$ cat src/rtl/jk_excite_driver.sv
// JK flop initiator: buffers target q bits, drives the J/K excitation for each one,
// and checks the returned q one cycle after the flop samples it.
module jk_excite_driver #(
  parameter int DEPTH         = 8,
  parameter bit PREFER_TOGGLE = 1'b0,
  parameter int CNT_W         = 8
) (
  input  logic             clk,
  input  logic             rst_n,
  input  logic             reinit,
  input  logic             tgt_valid,
  output logic             tgt_ready,
  input  logic             tgt_bit,
  output logic             j,
  output logic             k,
  output logic             jk_rst,
  input  logic             q,
  output logic             busy,
  output logic             mismatch,
  output logic             init_fail,
  output logic [CNT_W-1:0] err_cnt,
  output logic [CNT_W-1:0] done_cnt
);
  localparam int AW = $clog2(DEPTH);
  localparam logic [AW:0] PTR_ONE = (AW+1)'(1);
  localparam logic [CNT_W-1:0] CNT_ONE = CNT_W'(1);

  typedef enum logic [2:0] {S_RST1, S_RST2, S_RSTCHK, S_IDLE, S_WAIT, S_CHECK} state_t;
  state_t state, state_nx;

  logic [DEPTH-1:0] mem;
  logic [AW:0]      wr_ptr, rd_ptr;
  logic             full, empty, push, pop, head, q_exp;
  logic [1:0]       jk_nx;
  logic             jrst_nx;

  function automatic logic [1:0] exc(input logic cur, input logic t);
    if (cur == t) return 2'b00;
    if (PREFER_TOGGLE) return 2'b11;
    return t ? 2'b10 : 2'b01;
  endfunction

  // Extra pointer bit distinguishes full from empty when the indices match.
  assign empty     = (wr_ptr == rd_ptr);
  assign full      = ((wr_ptr ^ rd_ptr) == {1'b1, {AW{1'b0}}});
  assign head      = mem[rd_ptr[AW-1:0]];
  assign tgt_ready = !(state inside {S_RST1, S_RST2, S_RSTCHK}) && !full;
  assign push      = tgt_valid && tgt_ready;
  assign busy      = (state != S_IDLE) || !empty;

  always_ff @(posedge clk) begin
    if (!rst_n) state <= S_RST1;
    else        state <= state_nx;
  end

  always_comb begin
    state_nx = state;
    pop      = 1'b0;
    jk_nx    = 2'b00;
    jrst_nx  = 1'b0;
    case (state)
      S_RST1:   begin state_nx = S_RST2; jrst_nx = 1'b1; end
      S_RST2:   state_nx = S_RSTCHK;
      S_RSTCHK: state_nx = S_IDLE;
      S_IDLE: begin
        if (reinit) begin
          state_nx = S_RST1;
          jrst_nx  = 1'b1;
        end else if (!empty) begin
          pop      = 1'b1;
          jk_nx    = exc(q_exp, head);
          state_nx = S_WAIT;
        end
      end
      S_WAIT:   state_nx = S_CHECK;
      S_CHECK:  state_nx = S_IDLE;
      default:  state_nx = S_RST1;
    endcase
  end

  always_ff @(posedge clk) begin
    if (push) mem[wr_ptr[AW-1:0]] <= tgt_bit;
  end

  always_ff @(posedge clk) begin
    if (!rst_n) begin
      wr_ptr    <= '0;
      rd_ptr    <= '0;
      q_exp     <= 1'b0;
      j         <= 1'b0;
      k         <= 1'b0;
      jk_rst    <= 1'b1;
      mismatch  <= 1'b0;
      init_fail <= 1'b0;
      err_cnt   <= '0;
      done_cnt  <= '0;
    end else begin
      {j, k}   <= jk_nx;
      jk_rst   <= jrst_nx;
      mismatch <= 1'b0;
      if (push) wr_ptr <= wr_ptr + PTR_ONE;
      if (pop) begin
        rd_ptr <= rd_ptr + PTR_ONE;
        q_exp  <= head;
      end
      case (state)
        S_RSTCHK: begin
          if (q) init_fail <= 1'b1;
          q_exp <= 1'b0;
        end
        S_IDLE: if (reinit) init_fail <= 1'b0;
        S_CHECK: begin
          // Resync to the observed q so one upset does not cascade.
          if (q != q_exp) begin
            mismatch <= 1'b1;
            q_exp    <= q;
            if (err_cnt != '1) err_cnt <= err_cnt + CNT_ONE;
          end
          done_cnt <= done_cnt + CNT_ONE;
        end
        default: ;
      endcase
    end
  end
endmodule

$ cat config.mk
export PLATFORM = sky130hd
export DESIGN_NAME = jk_excite_driver
export DESIGN_NICKNAME = d
export VERILOG_FILES = /design/src/rtl/jk_excite_driver.sv
export SDC_FILE = /design/constraint.sdc
export NUM_CORES = 1
export LEC_CHECK = 0
export BUFFER_PORTS_ARGS = -buffer_cell sky130_fd_sc_hd__buf_2
export CAP_MARGIN = 0
export CORE_AREA = 3 3 118 75
export DETAILED_ROUTE_END_ITERATION = 7
export DIE_AREA = 0 0 121 78
export PLACE_DENSITY = 0.48
export SYNTH_ARGS = -nofsm -noshare
export SYNTH_HDL_FRONTEND = slang
export SYNTH_SLANG_ARGS = --single-unit
export TNS_END_PERCENT = 20
$ cat constraint.sdc
create_clock -name clk -period 3.8 [get_ports clk]
set_input_delay 0 -clock clk [delete_from_list [all_inputs] [get_ports clk]]
set_output_delay 0 -clock clk [all_outputs]
set_load 0.005 [all_outputs]
Word-level counts from Yosys, hierarchy flattened

Cells that the tools add are included.

Output and inout bits: 23
Input bits: 6
Logic and storage cells: 78
Register bits after elaboration: 41

Reductions and logical operators: 15
Bitwise logic cells: 3
Order comparisons: 3
Equality and inequality tests: 14
Add/subtract/negate cells: 4
Multiplexer cells: 27

Operators by type and width:

| cell                                                                                | count |
|---|---|
| 8-bit by 1-bit adder with 8-bit output, second input constant                       | 2 |
| 1-bit 2-to-1 mux                                                                    | 15 |
| 3-bit one-hot mux with 5 select lines                                               | 1 |
| 4-bit by 1-bit adder with 4-bit output, second input constant                       | 2 |
| 8-bit bitwise mux                                                                   | 1 |
| 3-bit by 4-bit less-than comparator with 1-bit output, second input constant        | 2 |
| 8-bit inequality test, second input constant                                        | 1 |
| 3-bit by 2-bit equality test with 1-bit output, second input constant               | 2 |
| 3-bit equality test, second input constant                                          | 2 |
| 2-bit 2-to-1 mux                                                                    | 3 |
| 3-bit 2-to-1 mux                                                                    | 2 |
| 1-bit one-hot mux with 2 select lines                                               | 3 |
| 3-bit AND reduction                                                                 | 2 |
| 4-bit equality test                                                                 | 1 |
| 4-bit equality test, second input constant                                          | 1 |
| 2-bit inequality test, second input constant                                        | 2 |
| 4-bit OR reduction                                                                  | 1 |
| 4-bit XOR                                                                           | 1 |
| 1-bit binary-select mux with 3-bit select                                           | 1 |
| 1-bit demux with 3-bit select                                                       | 1 |
| 3-bit by 1-bit equality test with 1-bit output, second input constant               | 1 |
| 3-bit by 1-bit greater-or-equal comparator with 1-bit output, second input constant | 1 |
| 1-bit logical AND                                                                   | 3 |
| 1-bit zero test                                                                     | 3 |
| other kinds (11)                                                                    | 12 |

Logic depth before layout (Yosys ltp)

Gate-level depths: netlist of the first run.

Depth after elaboration: 8
Depth in mapped cells: 7
Mapped depth without buffers: 5

Least setup slack after synthesis of the first run

Ideal clock, no wire load.

Kind: register to register
Start point: register wr_ptr[2]
End point: register mem[0], enable pin
Cell stages (with the launch flop): 6
Setup slack: 2.125 ns
Required time: 3.488 ns
Period minus slack after synthesis: 1.675 ns
Library setup time: 0.312 ns
Path buffers: 1
Arrival: 1.363 ns
Cell sequence: dfxtp_1 -> buf_2 -> xnor2_1 -> a41o_1 -> or3_1 -> nor3_1

Word-level cells in the longest chain between the ends: 5

Ends and longest elaborated chain:

| item                           | line | RTL |
|---|---|---|
| start: declaration             | 32   | `logic [AW:0] wr_ptr, rd_ptr;` |
| start signal: assignment       | 101  | `if (push) wr_ptr <= wr_ptr + PTR_ONE;` |
| 4-bit XOR                      | 45   | `assign full = ((wr_ptr ^ rd_ptr) == {1'b1, {AW{1'b0}}});` |
| 4-bit equality test            | 45   |  |
| 1-bit zero test                | 47   | `assign tgt_ready = !(state inside {S_RST1, S_RST2, S_RSTCHK}) && !full;` |
| 1-bit logical AND              | 47   |  |
| 1-bit logical AND              | 48   | `assign push = tgt_valid && tgt_ready;` |
| end signal: indexed assignment | 82   | `if (push) mem[wr_ptr[AW-1:0]] <= tgt_bit;` |
| end: declaration               | 31   | `logic [DEPTH-1:0] mem;` |

Every way passes these cells.
A chain may end at the register's enable or synchronous reset.

Final worst setup path of the first run

Start point: register state[0]
End point: register err_cnt[3]

Word-level cells in the longest chain between the ends: 2

Ends and longest elaborated chain:

| item                                 | line | RTL |
|---|---|---|
| start: declaration                   | 29   | `state_t state, state_nx;` |
| start signal: assignment             | 53   | `else state <= state_nx;` |
| 3-bit equality test                  | 106  | `case (state)` |
| 3-bit AND reduction (no source line) | n/a  |  |
| end signal: assignment               | 117  | `if (err_cnt != '1) err_cnt <= err_cnt + CNT_ONE;` |
| end: declaration                     | 21   | `output logic [CNT_W-1:0] err_cnt,` |

Every way passes these cells.

==> run summary, run 1 <==
Data arrives at the worst endpoint at 2190 ps. The placeable core region came out at around 0.0078 mm2. Using the TritonRoute via totals, the vias-per-cell ratio works out to 4.57.

The final layout contains 239 nets. The TritonCTS clock tree is built. The clock share of power is 0.451. The kind of cell with the highest combined delay along the critical path is simple AND/OR/NAND/NOR gates. The slew of the pin with the lowest slew margin came out at 775 ps. The final number of setup-violating endpoints is 0.

The logic depth of the worst path, buffers included came out at 4. The worst path in the final design needs a cycle of 2000 ps, including I/O delays and setup. The hold buffer count at CTS is 1. For this run the aggregate overflow at the end of global routing stands at 0. Each instance of the synthesized netlist takes up on average 9.51 um2. Measured in cells, the most critical reg-to-reg path has a length of 4.

The static leakage came out at ~0.83 nW. The overall power came out at 0.899 mW. The kind of end point of the critical path is a flip-flop.

Measured against its own limit, the worst slew margin works out to 0.480. Yosys printed 0 warnings. The full die area came out at 0.00944 mm2. In this run, post-CTS repair resized a total of 0 instances. The run finished with clean final reports.

For this block, the routed nets add up to 4350 um of wire. The internal cell power came out at 0.701 mW. The TritonCTS sink count is 41. The congestion estimate from routability-driven global placement came to 0.725. The tightest min-delay check is of the primary input to flip-flop type. Buffers inserted during clock tree synthesis total 5. Sorting the synthesized cells by area gives the leading types as dfxtp_1 (34%), edfxtp_1 (12%), a21oi_1 (4.4%), mux2i_1 (3.1%), nand2_1 (2.9%). The cell count after synthesis came out at 203. The number of DRC markers after the initial detailed-route iteration is 79.

dfxtp_1 takes more of the synthesized area than any other cell. After clock tree synthesis, the clock-pin slew on the worst setup and hold paths is 60 ps. The fraction of post-synthesis cell area in the top cell type by area came out at 0.342. The number of diodes came out at 0. In this run the tool buffered the top-level ports with 28 buffer cells. At the later pin of the worst-skew pair, clock insertion delay measures 280 ps. The wire length of the first global-routing pass is slightly above 7000 um. The critical-path maximum fanout came out at 15. The post-synth design cell area came out at 0.00193 mm2. The delay of the slowest critical-path stage came out at 590 ps. Dividing total power by cell area gives a power density of 391 mW/mm2. The number of global-route vias before repair came out at 1431. Compared with the post-synthesis result, the final layout area differs by 19.2%. The tree is rooted in a clkbuf_16.

The initial cell density of the core is 0.248. The signal on the critical path passes through and3b_1 -> nand2_1 -> or4_1 -> a21oi_1. The pre-antenna-repair detailed-routing pass consisted of 4 iterations. For this run, the register share of the synthesized area comes to 0.467. The portion of total power attributed to sequential cells came out at 0.505. The number of hold violations in the final report was 0. The vertical die dimension came out at between 70 and 80 um. The count of pins over their slew limit came out at 0.

The pin count of the biggest net entering global routing came out at 26. STA classifies the critical path startpoint as a flip-flop. The clock arrives with 3.03 ps of skew.

Data on the critical path is required at its endpoint by 3990 ps. The post-synthesis net count is 213. The type of the worst setup path is flip-flop to flip-flop. The deepest clock path buffer count is 2. The reported net switching power is 0.198 mW. The non-filler instance count after layout is 338. The slack of the critical path is around 1800 ps. The H-tree depth reported by CTS is 2. Pin placement for this block handled 29 I/O pins.

After detailed placement, the design holds a cell count of 329. The number of synthesized register bits is 41. Across all layers, the routed design uses 1544 vias. The largest vdd supply drop came out at ~0.14 mV.

The x dimension of the die is between 100 and 150 um. The number of distinct library cell variants in the gate-level netlist after synthesis came out at 42. Setup repair after global routing left no endpoint under its margin. Together, buffers and inverters on the worst path number 0. The ratio of cells with drive above 1 in the final layout is 0.157. The number of routed nets with antenna violations came out at 0. The final cycle utilization of the critical path is 0.526.

The top achievable clock speed is around 500 MHz. For this design, the slowest cell found on the critical path is or4_1. The number of cells on the worst hold path came out at 3. The half-perimeter wire length of the detailed placement result is just over 3000 um. The worst slack at placement is 1850 ps.

The global-route usage over all layers is 0.0983. The average wire per standard cell came out at between 10 and 15 um. After clock tree synthesis, the setup repair step added 0 buffers. The count of standard-cell rows came out at 25. The number of antenna violations at the first check in global routing came out at 0. The switching share of power is 0.220. The max-cap check violation count came out at 0. The combinational fraction of design power is 0.044. The count of unresolved DRC violations after routing is 0. The setup TNS after final layout came out at 0 ps.
==> metal layers <==
layer  share of wire  up-vias  track usage  wire length (um)
met1            0.54      712        0.143              2360
met2            0.37       31        0.120              1600
li1                -      793            -                 -
met4           0.024        0       0.0520               104
met3           0.064        8       0.0401               279
met5               0        -            0                 0
==> synth_stat cells, drive strengths merged <==
cell type,instances
a21o,1
nand4,4
nor3b,2
nand2,15
and3b,1
mux4,2
o21ai,9
o311ai,1
o311a,1
nand4b,1
a41o,1
clkinv,1
or3b,2
nand2b,7
nor3,8
nor4b,1
o41ai,3
inv,6
clkbuf,3
ha,4
nor4,2
a21boi,1
a211oi,1
and2,1
o21a,1
edfxtp,8
nand3b,2
buf,7
mux2i,6
and3,1
and4b,2
or4,5
nor2b,1
xor2,5
or3,4
o31ai,3
nand3,9
nor2,15
a21oi,17
dfxtp,33
xnor2,6
==> sequential cells by signal (all words and copies together), names as in the netlist <==
register / cells
done_cnt: 8
err_cnt: 8
mem: 8
rd_ptr: 4
wr_ptr: 4
state: 3
init_fail: 1
j: 1
jk_rst: 1
k: 1
mismatch: 1
q_exp: 1
==> kinds of logic (layout without fill, tap and decap cells) <==
family | after synthesis | in the layout | share of synthesized area
and+or+nand+nor | 83 | 83 | 0.235
DFF | 41 | 41 | 0.467
AOI/OAI and AO/OA | 39 | 39 | 0.123
buffers and inverters | 17 | 44 | 0.0408
xor gates and xnor gates | 11 | 11 | 0.0499
muxes | 8 | 8 | 0.0583
adders and majority gates | 4 | 4 | 0.0259
==> area by class of cell <==
cell class                      instances  area [um2]
Fill cell                             822        5490
Multi-Input combinational cell        145         951
Sequential cell                        41         901
Timing Repair Buffer                   29         150
Tap cell                              108         135
Clock buffer                            5         125
Inverter                                7        26.3
Clock inverter                          3        12.5
==> path summary, 6_finish.rpt <==
check / start / end / slack (ps)
worst max-delay path: state[0] / err_cnt[3] / 1800
worst min-delay path: tgt_valid / wr_ptr[1] / 20
worst max register to register: state[0] / err_cnt[3] / 1800
worst min register to register: wr_ptr[3] / wr_ptr[3] / 480
==> worst min-delay path: cells and delay by family <==
| family | cells | cell delay [ps] |
|---|---|---|
| AOI/OAI and AO/OA | 1 | 60 |
| buffers and inverters | 1 | 120 |
| and+or+nand+nor | 1 | 80 |
==> placed cells by master, fill, tap and decap left out, types with 3 or more instances in the layout <==
master / netlist / routed
clkbuf_16: 0 / 5
edfxtp_1: 8 / 8
clkinv_1: 1 / 3
buf_2: 6 / 28
nor3_1: 8 / 8
nand3_1: 9 / 9
nand2b_1: 7 / 7
ha_1: 4 / 4
nand2_1: 15 / 15
nand4_1: 4 / 4
or4_1: 5 / 5
a21oi_1: 17 / 17
o41ai_1: 3 / 3
dfxtp_1: 33 / 33
xnor2_1: 6 / 6
o21ai_0: 9 / 9
mux2i_1: 6 / 6
nor2_1: 15 / 15
o31ai_1: 3 / 3
inv_1: 6 / 6
xor2_1: 5 / 5
or3_1: 4 / 4
==> power by group through the flow <==
stage	sequential [mW]	clock [mW]	combinational, mW
floorplan	0.461	0	0.0272
global placement	0.463	0	0.0395
detailed placement	0.463	0	0.0393
CTS	0.453	0.422	0.0406
global route	0.454	0.440	0.0450
finish	0.454	0.405	0.0398
==> per-stage QoR <==
stage	cell area (um2)	hold WS [ps]	util
2_1_floorplan	1930	98.9	-
6_report	2300	20.4	0.295
3_5_place_dp	2150	287	0.276
5_1_grt	2300	46.7	0.295
3_3_place_gp	2150	295	0.276
4_1_cts	2300	15.1	0.295
Note: power is estimated with default switching activity, not from simulation.
==> run 2, diff against run 1 <==
==> constraint.sdc (replaced) <==
create_clock -name clk -period 2.1 [get_ports clk]
set_input_delay 0 -clock clk [delete_from_list [all_inputs] [get_ports clk]]
set_output_delay 0 -clock clk [all_outputs]
set_load 0.005 [all_outputs]
==> run 2 against run 1 <==
Compared with the run above: cell area is 1.9% higher; register-to-register slack worse by 1500 ps; sequential share of layout area is 0.73 points lower; core utilization is 0.56 points higher; sequential power is 81% higher; fmax is 9.2% higher; via count is 1.0% higher; clock power is 89% higher; clock skew is 0.83 ps higher; sequential cell count stayed put; highest routed layer unchanged.
==> run summary, run 2 (synthesis gave the netlist of run 1 again) <==
The number of buffers added by the clock tree synthesis step is 5 (unchanged). The overall power is 1.66 mW (was 0.899 mW). The end of the worst register-to-register path is mem[0] (was err_cnt[3]). The deepest clock path buffer count is 2 (unchanged). The aggregate routed wire length is 4380 um (was 4350 um).

The x dimension of the die came out at 121 um (unchanged). The count of unresolved DRC violations after routing was 0 (unchanged). The placer's final routability congestion estimate came to 0.744 (was 0.725).

The clock share of power came out at 0.460 (was 0.451). The pin count of the biggest net entering global routing came out at 16 (was 26). The reported net switching power is 0.346 mW (was 0.198 mW).

The post-cts repair resize count is 0 (unchanged). The number of fill cells is 832 (was 822). The final cycle utilization of the critical path is 0.872 (was 0.526).

The hold buffer count at CTS came out at 0 (was 1). The number of nets in the finished design came to 244 (was 239). The number of routed nets with antenna violations came out at 0 (unchanged). The ratio of cells with drive above 1 in the final layout came out at 0.179 (was 0.157). The kind of start point of the critical path is a flip-flop (unchanged). The average wire per standard cell came out at 12.8 um (was 12.9 um). The top achievable clock speed came out at 546 MHz (was 500 MHz). The global-route usage over all layers is 0.101 (was 0.0983). The final number of setup-violating endpoints is 0 (unchanged). The number of DRC markers after the initial detailed-route iteration was 76 (was 79).

The initial cell density of the core was 0.248 (unchanged). The insertion delay of the later-clocked pin in the worst-skew pair came out at 280 ps (about the same). The total number of vias is 1560 (was 1544). The layout overhead on the synthesized area is 21.5% (was 19.2%).

The largest vdd supply drop is 0.322 mV (was 0.139 mV). The critical-path maximum fanout is 7 (was 15). Outcome: completed (unchanged). The switching share of power came out at 0.208 (was 0.220).

The type of the worst setup path was flip-flop to flip-flop (unchanged). The clock input transition at the sequential cells of the worst setup and hold paths was 60 ps (about the same). The max-cap check violation count came out at 0 (unchanged). The remaining global-route overflow came to 0 (unchanged). The origin of the critical flop-to-flop path is rd_ptr[0] (was state[0]). The kind of end point of the critical path is a flip-flop (unchanged). The number of diodes is 0 (unchanged). The number of hold violations in the final report is 0 (unchanged).

The final clock skew came out at 3.86 ps (was 3.03 ps). The setup TNS after final layout is 0 ps (unchanged). Commonest cells after routing, fill and taps aside: dfxtp_1 (33), buf_2 (28), a21oi_1 (17) (unchanged). The worst path arrival time came out at 1810 ps (was 2190 ps). The TritonCTS sink count came out at 41 (unchanged). The half-perimeter wire length of the detailed placement result came out at 3190 um (was 3090 um). The count of pins over their slew limit is 0 (unchanged). The combinational fraction of design power came out at 0.046 (was 0.044). The final period demand of the worst path is 1830 ps (was 2000 ps). The number of antenna violations at the first check in global routing came out at 0 (unchanged). The number of I/O port buffers came out at 28 (unchanged). The portion of total power attributed to sequential cells came out at 0.494 (was 0.505). The count of standard-cell rows is 25 (unchanged).

The full die area came out at 0.00944 mm2 (unchanged). The worst hold-check path type is primary input to flip-flop (unchanged). The buffers inserted during post-CTS setup optimization came out at 0 (unchanged). The internal cell power is 1.32 mW (was 0.701 mW). The slew of the pin with the lowest slew margin is 430 ps (was 775 ps).

The static leakage came out at 0.859 nW (was 0.830 nW). The reg-to-reg setup timing slack came out at 270 ps (was 1800 ps). The area of combinational cells with multiple inputs came out at 951 um2 (unchanged).

The via density per instance is 4.55 (was 4.57). The wire length of the first global-routing pass was 7400 um (was 7180 um). The number of cells on the worst hold path came out at 1 (was 3). The number of detailed-route iterations in the first pass came out at 4 (unchanged). The power per cell area came out at 709 mW/mm2 (was 391 mW/mm2). The capture endpoint of the worst hold path is mem[1] (was wr_ptr[1]). Setup repair after global routing missed its margin: no (unchanged).

The cell chosen for the clock root is clkbuf_16 (unchanged). The area taken by flip-flops and latches came out at 901 um2 (unchanged). The vertical die dimension is 78 um (unchanged).

The number of global-route vias before repair is 1441 (was 1431). The headroom to the max-slew limit was 0.713 (was 0.480). The startpoint of the most critical hold path is tgt_bit (was tgt_valid). The path depth of the worst reg2reg path came to 4 (unchanged). The number of I/O pins came out at 29 (unchanged).

The H-tree depth reported by CTS came out at 2 (unchanged). The placeable core region came out at 0.00779 mm2 (unchanged). The endpoint required time on the critical path is 2080 ps (was 3990 ps).

The most common library cell in the layout ignoring fill and taps was dfxtp_1 (unchanged). The TritonCTS clock tree was built (unchanged).
-- run 2: cell types whose count changed in the layout (fill, tap and decap cells not counted) --
cell	delta
buf_4	+6
clkbuf_1	+2
clkbuf_8	+1
clkinv_1	-2
clkinv_2	-1
dlygate4sd3_1	-1
-- run 2: final cells by class --
class | count | area share
Multi-Input combinational cell | 145 | 0.406
Inverter | 7 | 0.0112
Clock buffer | 8 | 0.0624
Tap cell | 108 | 0.0576
Timing Repair Buffer | 34 | 0.0790
Sequential cell | 41 | 0.384
-- run 2: layer usage --
| metal | routed length (um) | GRT usage | vias up |
|---|---|---|---|
| met5 | 0 | 0 | - |
| met3 | 250 | 0.0350 | 4 |
| li1 | - | - | 800 |
| met4 | 74 | 0.0441 | 0 |
| met2 | 1590 | 0.125 | 32 |
| met1 | 2470 | 0.152 | 724 |
-- run 2: per-stage QoR --
step,setup WS [ps],utilization,hold slack [ps],instance area (um2),std cells
floorplan,425,-,98.9,1930,203
detailed placement,298,0.282,304,2200,335
CTS,284,0.301,3.77,2340,343
finish,270,0.301,8.84,2340,343
global placement,350,0.282,292,2200,335
global route,153,0.301,23.4,2340,343
-- run 2: power groups by stage --
stage          sequential (mW)  clock, mW  combinational (mW)
4_1_cts                  0.821      0.792              0.0781
2_1_floorplan            0.834          0              0.0492
3_3_place_gp             0.838          0              0.0781
5_1_grt                  0.823      0.838              0.0875
3_5_place_dp             0.838          0              0.0777
6_report                 0.821      0.764              0.0772
-- run 2: worst max-delay path, stage by stage, from the launching register on --
cell	delay [ps]
dfxtp_1	510
xnor2_1	160
a41o_1	280
or3_1	400
nor3_1	180
-- run 2: worst max-delay path by stage --
stage	cells past startpoint	slack (ps)	from	endpoint
finish	4	270	rd_ptr[0]	mem[0]
global route	4	150	wr_ptr[2]	mem[0]
CTS	4	280	wr_ptr[2]	mem[0]
detailed placement	4	300	wr_ptr[2]	mem[0]
global placement	4	350	wr_ptr[2]	mem[0]
floorplan	5	420	wr_ptr[2]	mem[0]
==> run 3, diff against run 2 <==
--- a/config.mk
+++ b/config.mk
@@ -7,10 +7,10 @@
 export LEC_CHECK = 0
 export BUFFER_PORTS_ARGS = -buffer_cell sky130_fd_sc_hd__buf_2
 export CAP_MARGIN = 0
-export CORE_AREA = 3 3 118 75
+export CORE_AREA = 3 3 81 52
 export DETAILED_ROUTE_END_ITERATION = 7
-export DIE_AREA = 0 0 121 78
-export PLACE_DENSITY = 0.48
+export DIE_AREA = 0 0 84 55
+export PLACE_DENSITY = 0.83
 export SYNTH_ARGS = -nofsm -noshare
 export SYNTH_HDL_FRONTEND = slang
 export SYNTH_SLANG_ARGS = --single-unit
==> run 3 against run 2 <==
Compared with the run above: die area down 51%; global-route usage up 8.5 points; critical path depth unchanged; core utilization up 32 points; non-clock buffer count down 2; sequential share of layout area up 2.2 points; cell area down 5.4%; fmax down 0.77%; highest routed layer unchanged; first-iteration DRC count down 2.6%.
==> run summary, run 3 (synthesis gave the netlist of run 1 again) <==
Outcome: completed (unchanged). The final period demand of the worst path came out at 1840 ps (was 1830 ps). The top achievable clock speed is 542 MHz (was 546 MHz).

The insertion delay of the later-clocked pin in the worst-skew pair came out at 290 ps (was 280 ps). The final clock skew is 5.74 ps (was 3.86 ps). The reported net switching power came to 0.316 mW (was 0.346 mW). The met3 track utilization from global routing is 0.0695 (was 0.0350).

The count of unresolved DRC violations after routing is 0 (unchanged). The most crowded layer after global routing is met2 (was met1). The count of pins over their slew limit is 0 (unchanged). The via density per instance came out at 5.73 (was 4.55).

The vertical die dimension is 55 um (was 78 um). The type of the worst setup path is flip-flop to flip-flop (unchanged). The pin count of the biggest net entering global routing came out at 19 (was 16). The number of antenna violations at the first check in global routing came to 0 (unchanged). The wire length of the first global-routing pass was 6530 um (was 7400 um). The max-cap check violation count is 0 (unchanged). The met2 usage is 0.260 (was 0.125). The H-tree depth reported by CTS came to 2 (unchanged). The cell chosen for the clock root was clkbuf_8 (was clkbuf_16).

The number of I/O pins is 29 (unchanged). The deepest clock path buffer count is 2 (unchanged). The kind of end point of the critical path is a flip-flop (unchanged). The slew of the pin with the lowest slew margin is 523 ps (was 430 ps).

The total number of vias came out at 1603 (was 1560). The layout overhead on the synthesized area is 14.9% (was 21.5%). The worst slack at placement is 308 ps (was 298 ps).

The final number of setup-violating endpoints came out at 0 (unchanged). The combinational fraction of design power is 0.049 (was 0.046). The initial cell density of the core is 0.537 (was 0.248).

The full die area is 0.00462 mm2 (was 0.00944 mm2). The number of routed nets with antenna violations came to 0 (unchanged). The hold buffer count at CTS was 2 (was 0). The setup TNS after final layout came out at 0 ps (unchanged). The largest vdd supply drop came out at 0.444 mV (was 0.322 mV).

The number of nets in the finished design came out at 242 (was 244). The placeable core region came out at 0.00359 mm2 (was 0.00779 mm2). The portion of total power attributed to sequential cells came out at 0.544 (was 0.494). The clock share of power came out at 0.407 (was 0.460). The average wire per standard cell came out at 14.5 um (was 12.8 um). The half-perimeter wire length of the detailed placement result was 2860 um (was 3190 um). The number of buffers added by the clock tree synthesis step came out at 5 (unchanged). The final worst hold slack came out at 46.0 ps (was 8.84 ps).

The ratio of cells with drive above 1 in the final layout is 0.163 (was 0.179). The placer's final routability congestion estimate is 0.800 (was 0.744). Commonest cells after routing, fill and taps aside: dfxtp_1 (33), buf_2 (28), a21oi_1 (17) (unchanged). The number of detailed-route iterations in the first pass was 4 (unchanged). The TritonCTS clock tree is built (unchanged). The power per cell area was 679 mW/mm2 (was 709 mW/mm2).

The count of standard-cell rows came out at 17 (was 25). The internal cell power is 1.19 mW (was 1.32 mW). The TritonCTS sink count came to 41 (unchanged). The endpoint required time on the critical path is 2310 ps (was 2080 ps).

The global routing met1 resource utilization came out at 0.255 (was 0.152). The number of diodes came out at 0 (unchanged). The slack of the critical path is 255 ps (was 270 ps). The most common library cell in the layout ignoring fill and taps is dfxtp_1 (unchanged). The final cycle utilization of the critical path came out at 0.878 (was 0.872).

The global-route usage over all layers is 0.186 (was 0.101). The headroom to the max-slew limit came out at 0.649 (was 0.713). The aggregate routed wire length is 4060 um (was 4380 um). The x dimension of the die is 84 um (was 121 um).

The post-detailed-placement cell area came to 0.00209 mm2 (was 0.00220 mm2). The area of all placed cells without fillers came to 0.00222 mm2 (was 0.00234 mm2). The worst hold-check path type is primary input to flip-flop (unchanged). Setup repair after global routing missed its margin: no (unchanged). The post-cts repair resize count was 0 (unchanged). The worst path arrival time came out at 2060 ps (was 1810 ps). The buffers inserted during post-CTS setup optimization came to 0 (unchanged).

The number of DRC markers after the initial detailed-route iteration is 74 (was 76). The static leakage came to 0.829 nW (was 0.859 nW). The switching share of power is 0.210 (was 0.208).

The remaining global-route overflow came out at 0 (unchanged). The number of global-route vias before repair came out at 1338 (was 1441). The kind of start point of the critical path is a flip-flop (unchanged).

The clock input transition at the sequential cells of the worst setup and hold paths is 80 ps (was 60 ps). The number of I/O port buffers is 28 (unchanged). The number of hold violations in the final report was 0 (unchanged). The critical-path maximum fanout is 10 (was 7).
==> run 3: changes by cell type in the layout (fill, tap and decap cells not counted) <==
cell / change
clkbuf_16: -5
buf_4: -4
clkbuf_8: +4
dlygate4sd3_1: +2
bufinv_16: +1
clkbuf_1: -1
clkinv_1: +1
==> run 3: critical path, stage by stage, from the launching register on <==
cell,delay [ps]
dfxtp_1,440
nor2b_1,310
nand3b_1,310
or4_1,550
a21oi_1,150
==> run 3: final timing paths <==
check	start	to	slack, ps	cells after the start
setup / recovery	state[1]	rd_ptr[3]	260	4
setup reg to reg	state[1]	rd_ptr[3]	260	4
hold / removal	rst_n	jk_rst	50	2
hold reg to reg	done_cnt[1]	done_cnt[1]	490	2
==> run 3: area by class of cell <==
class,instances,area (um2)
sequential,41,901
multi-input combinational,145,951
clock buffer,6,72.6
timing repair buffer,32,175
inverter,7,26.3
tap,47,58.8
clock inverter,2,33.8
fill,304,1380
==> run 3: stage by stage <==
| stage | util | power, mW | cells |
|---|---|---|---|
| floorplan | - | 0.883 | 203 |
| global placement | 0.582 | 0.907 | 270 |
| detailed placement | 0.582 | 0.907 | 270 |
| CTS | 0.617 | 1.52 | 280 |
| global route | 0.617 | 1.56 | 280 |
| finish | 0.617 | 1.51 | 280 |
==> run 3: power groups by stage <==
stage               clock, mW  combinational, mW  sequential (mW)
floorplan                   0             0.0492            0.834
CTS                     0.624             0.0730            0.820
finish                  0.613             0.0732            0.820
global route            0.658             0.0819            0.822
detailed placement          0             0.0695            0.838
global placement            0             0.0694            0.837
==> run 3: layer usage <==
layer  share of wire  vias up
li1                -      802
met3           0.073        9
met4           0.016        0
met2            0.41       39
met5               0        -
met1            0.50      753
